[config.mk]
export PLATFORM = sky130hd
export DESIGN_NAME = instruction_fetch_unit
export DESIGN_NICKNAME = d
export VERILOG_FILES = /design/src/rtl/instruction_fetch_unit.sv
export SDC_FILE = /design/constraint.sdc
export NUM_CORES = 1
export LEC_CHECK = 0
export CORE_ASPECT_RATIO = 1.1
export CORE_MARGIN = 8
export CORE_UTILIZATION = 40
export CTS_CLUSTER_DIAMETER = 30
export DETAILED_ROUTE_END_ITERATION = 10
export GPL_ROUTABILITY_DRIVEN = 0
export PLACE_DENSITY = 0.8
export SETUP_SLACK_MARGIN = 0.15
export SLEW_MARGIN = 20
export SYNTH_ARGS = -nofsm -noshare
export SYNTH_HDL_FRONTEND = slang
export SYNTH_SLANG_ARGS = --single-unit
[constraint.sdc]
create_clock -name clk -period 2.2 [get_ports clk]
set_input_delay 0.44 -clock clk [delete_from_list [all_inputs] [get_ports clk]]
set_output_delay 0.44 -clock clk [all_outputs]
set_load 0.05 [all_outputs]
[src/rtl/instruction_fetch_unit.sv]
// Schwap instruction fetch unit: owns PC, IR and NIR, and issues handshaked
// one- or two-word instruction reads on behalf of the control FSM.
module instruction_fetch_unit #(
  parameter int                DATA_W   = 16,
  parameter int                ADDR_W   = 16,
  parameter logic [ADDR_W-1:0] RESET_PC = '0
) (
  input  logic              clk,
  input  logic              rst_n,
  input  logic              pc_write,
  input  logic              pc_src,
  input  logic              ir_write,
  input  logic              next_inst_write,
  input  logic [ADDR_W-1:0] alu_result,
  input  logic [DATA_W-1:0] mem_rdata,
  input  logic              mem_rvalid,
  output logic [ADDR_W-1:0] mem_addr,
  output logic              mem_read_req,
  output logic [ADDR_W-1:0] pc,
  output logic [DATA_W-1:0] ir,
  output logic [DATA_W-1:0] next_inst,
  output logic [3:0]        opcode,
  output logic              fetch_busy,
  output logic              seq_err
);

  typedef enum logic [1:0] {
    IDLE    = 2'd0,
    REQ_IR  = 2'd1,
    REQ_NIR = 2'd2
  } state_t;

  state_t state;
  state_t state_nxt;

  logic two_word;
  logic start_fetch;
  logic load_ir;
  logic load_nir;
  logic pc_update;
  logic strobe_err;

  // ---------------------------------------------------------------------
  // Next-state and strobe decode
  // ---------------------------------------------------------------------
  always_comb begin
    // NOTE: every signal gets a default before the case so no latch is inferred.
    state_nxt   = state;
    start_fetch = 1'b0;
    load_ir     = 1'b0;
    load_nir    = 1'b0;
    pc_update   = 1'b0;
    strobe_err  = 1'b0;

    case (state)
      IDLE: begin
        pc_update = pc_write;
        if (ir_write) begin
          start_fetch = 1'b1;
          state_nxt   = REQ_IR;
        end
      end
      REQ_IR: begin
        strobe_err = pc_write | ir_write;
        if (mem_rvalid) begin
          load_ir   = 1'b1;
          state_nxt = two_word ? REQ_NIR : IDLE;
        end
      end
      REQ_NIR: begin
        strobe_err = pc_write | ir_write;
        if (mem_rvalid) begin
          load_nir  = 1'b1;
          state_nxt = IDLE;
        end
      end
      default: state_nxt = IDLE;
    endcase
  end

  // ---------------------------------------------------------------------
  // State register
  // ---------------------------------------------------------------------
  always_ff @(posedge clk or negedge rst_n) begin
    // NOTE: sequential state uses non-blocking assignments so every flop
    // samples pre-edge values regardless of block ordering.
    if (!rst_n) state <= IDLE;
    else        state <= state_nxt;
  end

  // ---------------------------------------------------------------------
  // PC, IR, NIR and address registers
  // ---------------------------------------------------------------------
  always_ff @(posedge clk or negedge rst_n) begin
    if (!rst_n) begin
      pc        <= RESET_PC;
      ir        <= '0;
      next_inst <= '0;
      mem_addr  <= '0;
      two_word  <= 1'b0;
      seq_err   <= 1'b0;
    end else begin
      // The fetch captures the pre-edge PC, so a same-edge PC update is safe.
      if (start_fetch) begin
        mem_addr <= pc;
        two_word <= next_inst_write;
      end
      if (pc_update) begin
        pc <= pc_src ? pc + ADDR_W'(1) : alu_result;
      end
      // NIR word follows the fetched instruction, wrapping at the top of memory.
      if (load_ir) begin
        ir <= mem_rdata;
        if (two_word) mem_addr <= mem_addr + ADDR_W'(1);
      end
      if (load_nir) begin
        next_inst <= mem_rdata;
      end
      if (strobe_err) begin
        seq_err <= 1'b1;
      end
    end
  end

  // Request and busy come straight from the state flop: no input-to-output path.
  assign mem_read_req = (state != IDLE);
  assign fetch_busy   = (state != IDLE);
  assign opcode       = ir[DATA_W-1 -: 4];

endmodule

; Word-level counts from Yosys, hierarchy flattened
; Cells that the tools add are included.
[op_classes]
bitwise_logic = 1
add_sub_neg = 2
n_reduce_logical = 4
muxes = 16
n_eq_ne = 5
[ops]
columns = op, n
row1 = $mux 16, 4
row2 = $add 16x1->16 const B, 2
row3 = $mux 2, 4
row4 = $mux 1, 7
row5 = $ne 2x2->1 const B, 3
row6 = $pmux 2 s3, 1
row7 = $reduce_and 3->1, 1
row8 = $eq 2x1->1 const B, 1
row9 = $eq 2x2->1 const B, 1
row10 = $logic_not 2->1, 1
row11 = $reduce_bool 2->1, 1
row12 = $reduce_or 2->1, 1
row13 = $or 1x1->1, 1
[word_totals]
in_bits = 39
reg_bits = 68

; Logic depth before layout (Yosys ltp)
; Gate-level depths: netlist of the first run.
[depth]
depth_word = 5
mapped_depth = 8

; Worst setup path before layout of the first run
; Ideal clock, no wire load.
[synth_timing]
path_type = reg-to-output
from = register state[0]
to = output mem_read_req
path_buffers = 2
path_slack_ps = 393
path_stages_with_launch = 6
arrival_time_ps = 1367
t_required_ps = 1760
path_cell_list = dfrtp_1 inv_1 ha_1 buf_2 inv_1 buf_4
[synth_between]
elab_chain_len = 1
[synth_rtl]
columns = element, line
row1 = from (decl), 33  ; state_t state;
row2 = from (signal assigned), 88  ; else state <= state_nxt;
row3 = $reduce_bool 2->1, --
row4 = to (decl), 18  ; output logic mem_read_req,
; Every way passes these cells.

; Worst setup path after layout of the first run
[layout_timing]
from = register ir[15]
to = output ir[15]
[layout_rtl]
columns = element, line
row1 = from (decl), 20  ; output logic [DATA_W-1:0] ir,
row2 = from (signal assigned), 113  ; ir <= mem_rdata;
; No word-level cell between the ends.

==> results of run 1 <==
what timing repair did:
item | 4_1_cts | 5_1_grt
buffers inserted | 0 | 0
gates resized for setup | 22 | 3
hold endpoints to repair | 0 | 0
setup endpoints to repair | 22 | 4
layer usage:
layer	GRT usage, %	vias up	part of all wire, %
li1	-	1409	-
met1	20.80	1456	45
met2	27.01	139	46
met3	5.559	6	8.9
met4	5.217	0	0.52
met5	0	-	0
kinds of logic (layout without fill, tap and decap cells):
kind of cell	count (synthesis)	in the layout	share of synthesized area [%]
xor gates and xnor gates	2	2	0.5167
AOI/OAI and AO/OA	83	83	14.91
DFF	68	68	50.18
buffers and inverters	25	141	3.985
adders and majority gates	6	6	2.214
muxes	37	37	12.18
and+or+nand+nor	104	104	16.02
registers in the layout (all words and copies together), names as in the netlist:
name       flops
ir            16
mem_addr      16
next_inst     16
pc            16
state          2
seq_err        1
two_word       1
power breakdown:
group	switching (µW)	total (µW)	leakage [µW]	internal [µW]
logic	3500	5320	0.00111	1820
clock network	470	1100	0.000105	633
registers	609	2460	0.000783	1850
worst max path at each step:
stage,startpoint,to
finish,ir[15],ir[15]
global route,ir[15],ir[15]
CTS,mem_addr[3],mem_addr[3]
detailed placement,mem_rvalid,mem_addr[13]
global placement,mem_rvalid,mem_addr[13]
floorplan,state[0],mem_read_req
through the flow:
stage | hold WS, ns | instances
final | 0.1170 | 552
after global routing | 0.1376 | 552
after CTS | 0.1263 | 552
after detailed placement | 0.4605 | 537
after global placement | 0.4543 | 537
after floorplan | 0.1444 | 325
cells in the mapped netlist:
| cell type | count |
|---|---|
| a211oi_1 | 3 |
| nor2_1 | 26 |
| a21bo_1 | 1 |
| and3_1 | 7 |
| mux2_2 | 34 |
| a2bb2oi_1 | 3 |
| and2_1 | 1 |
| o31ai_2 | 1 |
| dfrtp_1 | 68 |
| a311oi_1 | 3 |
| nand4_1 | 7 |
| buf_2 | 9 |
| and2_4 | 1 |
| ha_1 | 6 |
| a21oi_2 | 1 |
| o21ai_0 | 16 |
| inv_1 | 4 |
| nand3_4 | 1 |
| a21oi_1 | 34 |
| nand2_1 | 25 |
| nor3_4 | 1 |
| or2_4 | 1 |
| buf_4 | 8 |
| xnor2_1 | 2 |
| nor2b_1 | 1 |
| or3_1 | 1 |
| a211oi_2 | 1 |
| o221a_2 | 3 |
| mux2i_1 | 3 |
| o21ai_1 | 4 |
| o22ai_1 | 12 |
| nand3_1 | 18 |
| a22oi_1 | 1 |
| nand3_2 | 2 |
| clkbuf_1 | 4 |
| nand2b_1 | 3 |
| and4_1 | 5 |
| nor2_2 | 1 |
| nor3_1 | 3 |
layout by cell type, fill, tap and decap left out, drive strengths merged, types with 2 or more instances in the layout:
cell,netlist,final
buf,17,18
dlygate4sd2,0,22
nand2b,3,3
o221a,3,3
a2bb2oi,3,3
and3,7,7
nor2,27,27
and2,2,2
mux2,34,34
nand4,7,7
nand3,21,21
a21oi,35,35
bufinv,0,2
and4,5,5
ha,6,6
dlymetal6s2s,0,2
clkinv,0,3
nor3,4,4
xnor2,2,2
clkdlybuf4s50,0,80
inv,4,4
a311oi,3,3
a211oi,4,4
mux2i,3,3
nand2,25,25
dfrtp,68,68
o22ai,12,12
o21ai,20,20
clkbuf,4,9
layout make-up:
cell class	instances	area, µm²	area share [%]
clock inverter	6	90.09	1.866
clock buffer	9	123.9	2.566
tap	111	138.9	2.877
sequential	68	1702	35.25
timing repair buffer	122	1201	24.88
inverter	4	15.01	0.3110
multi-input combinational	232	1556	32.24
==> flow_summary.rst, run 1 <==
.. list-table::
   :header-rows: 1

   * - Metric
     - Value
   * - Result of the run
     - completed
   * - Crit. path cell count
     - 1
   * - Routed wire per std cell
     - 17.51 µm
   * - Setup-failing EPs final
     - 0
   * - Number of flip-flops and latches in the synthesized netlist
     - 68
   * - Fill count
     - 712
   * - Cts-stage hold buffer count
     - 0
   * - Maximum achievable frequency
     - 501.9 MHz
   * - Logic depth of the worst register-to-register path
     - 7
   * - Nets@finish
     - 482
   * - Number of clock sinks
     - 68
   * - Clock Pin Slew Worst Setup and Hold Paths
     - 0.07 ns
   * - Average vias per placed instance
     - 5.453
   * - Synthesized Nets
     - 370
   * - Leftover overflow at the end of global routing
     - 0
   * - Combined buffer and inverter count along the critical path
     - 1
   * - Max-slew violations
     - 0
   * - CP Cell Sequence
     - clkdlybuf4s50_1
   * - Area post-placement
     - 4633 µm²
   * - Worst Skew
     - 0.006850 ns
   * - Reg2reg start
     - state[1]
   * - Number of buffers on the longest clock path
     - 2
   * - Setup TNS Final
     - 0 ns
   * - Clock Latency Late Sink
     - 0.33 ns
   * - Cell Pwr Density
     - 1840 nW/µm²
   * - Distinct cells, synth
     - 39
   * - Die Outline Area
     - 11680 µm²
   * - Area added between synthesis and finish
     - 42.36%
   * - Crit-path slowest cell
     - clkdlybuf4s50_1
   * - Drt drc
     - 0
   * - Total routed wirelength
     - 9667 µm
   * - Antenna-violating nets left
     - 0
   * - Total vias in the final route
     - 3010
   * - Kind of launch point of the worst setup path
     - flip-flop
   * - VDD IR max
     - 0.8162 mV
   * - Count of final hold-check violations
     - 0
   * - RSZ-0062 raised after global routing
     - false
   * - Count of boundary I/O pins
     - 110
   * - Final cell utilization of the core
     - 58.02%
   * - Clock root buffer
     - clkbuf_8
   * - Crit path required time
     - 1.76 ns
   * - Fraction of the cycle the final worst path needs
     - 90.57%
   * - Worst-case setup slack after placement
     - 0.1587 ns
   * - CTS tree
     - done
   * - CP Class
     - flip-flop to primary output
   * - Number of instances in the synthesized netlist
     - 325
   * - Slowest stage delay, CP
     - 0.83 ns
   * - Half-perimeter wire length after placement
     - 7357 µm
   * - Least-Margin Pin Slew
     - 0.5567 ns
   * - First-pass GRT wire length
     - 16280 µm
   * - Core outline area
     - 8320 µm²
   * - Worst hold-check path type
     - primary input to asynchronous set/reset pin
   * - Total number of placement rows
     - 35
   * - Smallest setup slack after layout
     - 0.2075 ns
   * - Worst rel slew slack
     - 63.04%
   * - Die Span Y
     - 112.6 µm
   * - Slack of the worst reg-to-reg path
     - 0.39 ns
   * - TritonCTS buffer count
     - 9
   * - Static power due to leakage
     - 0.001998 µW
   * - Initial Util
     - 40.75%
   * - Level count of the clock H-tree
     - 3
   * - Non-Filler Cell Area, Final
     - 4827 µm²
   * - Number of global-route vias before repair
     - 3197
   * - Maximum number of pins on one net before global-route repair
     - 69
   * - Mean instance size in the synthesized netlist
     - 10.43 µm²
   * - Share of layout cells above drive strength 1
     - 18.37%
   * - Worst setup EP type
     - primary output
   * - Die width
     - 103.8 µm
   * - Buffers on Ports
     - 109
   * - Critical path peak fanout
     - 3
   * - Pre-Repair DR Iteration Count
     - 4
   * - Time the worst path needs with I/O delays and setup
     - 1.992 ns
   * - Share of synthesized area occupied by flip-flops and latches
     - 50.18%
   * - Kind of cell adding the most delay to the critical path
     - buffers and inverters
   * - Data arrival time at the worst-slack endpoint
     - 1.55 ns
   * - Number of antenna violations at the first check in global routing
     - 0
   * - Number of maximum-capacitance constraint violations
     - 0
   * - Dominant cells by area after synthesis
     - dfrtp_1 50%, mux2_2 11%, a21oi_1 5.0%
   * - Total Power
     - 8882 µW
   * - Synthesized area
     - 3391 µm²
   * - Total track usage
     - 16.77%
   * - Drt first-iter violations
     - 239
   * - Post-synthesis cell type with the largest combined area
     - dfrtp_1
   * - Syn. warnings
     - 0
   * - Capture point of the worst reg-to-reg path
     - mem_addr[13]
   * - Number of diodes
     - 0
   * - Proportion of netlist area held by the largest area contributor
     - 50.18%
Power figures use the tool's default switching activity.
==> inputs of run 2 (changes only) <==
Settings changed: SKIP_LAST_GASP from default to 1.
==> results of run 2 <==
No change in the layout: final DEF, timing and power equal those of run 1.
==> inputs of run 3 (changes only) <==
Settings changed: CORE_ASPECT_RATIO 1.1 to 0.6.
==> run 3 against run 2 <==
  * Sequential share of layout area is 0.69 points lower
  * Flip-flop and latch count stayed put
  * Final cell count is 0.36% higher
  * Critical path depth stayed put
  * Via count is 2.2% higher
  * Routed wire length is 8.2% higher
  * Utilization is 0.87 points higher
  * Global-route usage is 1.5 points higher
  * Register-to-register slack worse by 0.06 ns
  * Total power is 4.7% higher
  * Critical path type unchanged
==> flow_summary.rst, run 3 (synthesis results as in run 1) <==
.. list-table::
   :header-rows: 1

   * - Metric
     - Value
   * - Result of the run
     - completed
   * - Metal1 wirelength
     - 4427 µm (+1.8%)
   * - Cell Pwr Density
     - 1888 nW/µm² (+2.6%)
   * - Uppermost signal routing layer after detailed routing
     - met4
   * - Kind of cell adding the most delay to the critical path
     - buffers and inverters
   * - Drt drc
     - 0 (unchanged)
   * - Leftover overflow at the end of global routing
     - 0 (unchanged)
   * - Slack of the worst reg-to-reg path
     - 0.33 ns (-0.06 ns)
   * - Setup TNS Final
     - 0 ns (unchanged)
   * - Commonest non-fill, non-tap cell in the layout
     - clkdlybuf4s50_1
   * - Initial Util
     - 40.56% (-0.20 points)
   * - Total routed wirelength
     - 10460 µm (+8.2%)
   * - Met2 routed WL
     - 4979 µm (+13%)
   * - Cts-stage hold buffer count
     - 0 (unchanged)
   * - DP Cell Count
     - 538 (+0.19%)
   * - Die width
     - 134.9 µm (+30%)
   * - Kind of launch point of the worst setup path
     - flip-flop
   * - Maximum achievable frequency
     - 497.2 MHz (-0.94%)
   * - Capture point of the worst reg-to-reg path
     - mem_addr[13]
   * - Clock Latency Late Sink
     - 0.33 ns (about the same)
   * - Most used cells in the layout excluding fill and tap cells
     - 79 x clkdlybuf4s50_1, 68 x dfrtp_1, 34 x a21oi_1, 34 x mux2_2, 26 x nor2_1
   * - CTS tree
     - done
   * - Crit path required time
     - 1.76 ns (about the same)
   * - Count of boundary I/O pins
     - 110 (unchanged)
   * - Number of clock sinks
     - 68 (unchanged)
   * - Nets@finish
     - 482 (unchanged)
   * - Clock Pin Slew Worst Setup and Hold Paths
     - 0.05 ns (-0.02 ns)
   * - CP Cell Sequence
     - clkdlybuf4s50_1
   * - Least-Margin Pin Slew
     - 0.5427 ns (-0.01401 ns)
   * - Die Outline Area
     - 11780 µm² (+0.79%)
   * - Fill count
     - 685 (-3.8%)
   * - Combined buffer and inverter count along the critical path
     - 1 (unchanged)
   * - RSZ-0062 raised after global routing
     - false
   * - Maximum number of pins on one net before global-route repair
     - 69 (unchanged)
   * - Final cell utilization of the core
     - 58.89% (+0.87 points)
   * - Average vias per placed instance
     - 5.552 (+1.8%)
   * - First-pass GRT wire length
     - 16700 µm (+2.5%)
   * - Drt first-iter violations
     - 340 (+42%)
   * - Share of layout cells above drive strength 1
     - 18.55% (+0.18 points)
   * - Number of antenna violations at the first check in global routing
     - 0 (unchanged)
   * - Pre-Repair DR Iteration Count
     - 5 (+1)
   * - Critical path peak fanout
     - 4 (+1)
   * - Data arrival time at the worst-slack endpoint
     - 1.57 ns (+0.02 ns)
   * - Slowest stage delay, CP
     - 0.84 ns (about the same)
   * - Worst Skew
     - 0.003381 ns (-0.003469 ns)
   * - Time the worst path needs with I/O delays and setup
     - 2.011 ns (+0.01892 ns)
   * - Clock root buffer
     - clkbuf_16
   * - Met3 wire length
     - 895 µm (+3.5%)
   * - Total number of placement rows
     - 26 (-26%)
   * - Reg2reg start
     - state[1]
   * - Die Span Y
     - 87.32 µm (-22%)
   * - Post-route insts no fill
     - 554 (+0.36%)
   * - Number of global-route vias before repair
     - 3169 (-0.88%)
   * - Crit-path slowest cell
     - clkdlybuf4s50_1
   * - Routed wire per std cell
     - 18.88 µm (+7.8%)
   * - Number of buffers on the longest clock path
     - 2 (unchanged)
   * - Fraction of the cycle the final worst path needs
     - 91.43% (+0.86 points)
   * - Antenna-violating nets left
     - 0 (unchanged)
   * - Worst setup EP type
     - primary output
   * - Static power due to leakage
     - 0.002053 µW (+2.8%)
   * - Number of diodes
     - 0 (unchanged)
   * - Total vias in the final route
     - 3076 (+2.2%)
   * - Buffers on Ports
     - 109 (unchanged)
   * - Total track usage
     - 18.26% (+1.5 points)
   * - CP Class
     - flip-flop to primary output
   * - Number of maximum-capacitance constraint violations
     - 0 (unchanged)
   * - TritonCTS buffer count
     - 9 (unchanged)
   * - Worst rel slew slack
     - 63.71% (+0.67 points)
   * - Logic depth of the worst register-to-register path
     - 7 (unchanged)
   * - Core outline area
     - 8361 µm² (+0.48%)
   * - Worst hold-check path type
     - primary input to asynchronous set/reset pin
   * - Setup-failing EPs final
     - 0 (unchanged)
   * - Max-slew violations
     - 0 (unchanged)
   * - Area added between synthesis and finish
     - 45.20%
   * - Level count of the clock H-tree
     - 3 (unchanged)
   * - VDD IR max
     - 0.8792 mV (+7.7%)
   * - Count of final hold-check violations
     - 0 (unchanged)
   * - Half-perimeter wire length after placement
     - 7841 µm (+6.6%)
[run 3: cell count changes in the layout (fill, tap and decap cells not counted), sizes merged]
cell           delta
clkbuf            +1
dlymetal6s2s      +2
clkinvlp          +1
clkdlybuf4s50     -1
bufinv            -1
dlygate4sd2       -1
[run 3: layer usage]
layer	GRT usage [%]	up-vias
li1	-	1412
met1	21.82	1494
met2	29.45	152
met3	7.085	18
met4	6.383	0
met5	0	-
[run 3: final cells by class]
class	count	area, µm²	share of cell area, %
repair buffers	122	1207	24.52
well taps	112	140.1	2.846
multi-input cells	232	1556	31.61
inverters	4	15.01	0.3050
flip-flops and latches	68	1702	34.56
clock inverters	6	63.81	1.296
clock buffers	10	239.0	4.854
[run 3: power by group]
part,internal [µW],switching (µW)
Combinational,1810,3530
Sequential,1850,653
Clock,905,548
Total,4570,4730
[run 3: stage by stage]
step / hold WS (ns) / worst slack (ns) / area (µm²) / total power, µW
after global placement: 0.4499 / 0.2177 / 4634 / 7842
after floorplan: 0.1444 / 0.3931 / 3391 / 6014
final: 0.1238 / 0.1886 / 4923 / 9297
after CTS: 0.1440 / 0.1535 / 4911 / 9331
after detailed placement: 0.4585 / 0.1253 / 4634 / 7979
after global routing: 0.1580 / 0.1553 / 4923 / 9727
[run 3: what timing repair did]
item,in CTS,in global routing
hold endpoints to repair,0,0
gates resized for setup,21,5
buffers inserted,0,0
setup endpoints to repair,21,6
[run 3: worst max path at each step]
stage                            start      endpoint  slack (ns)  cells after the start
after global placement      mem_rvalid  mem_addr[13]        0.22                      6
after global routing      mem_addr[11]  mem_addr[11]        0.16                      1
after floorplan               state[0]  mem_read_req        0.39                      5
after detailed placement    mem_rvalid  mem_addr[13]        0.13                      6
after CTS                 mem_addr[13]  mem_addr[13]        0.15                      1
final                     mem_addr[11]  mem_addr[11]        0.19                      1
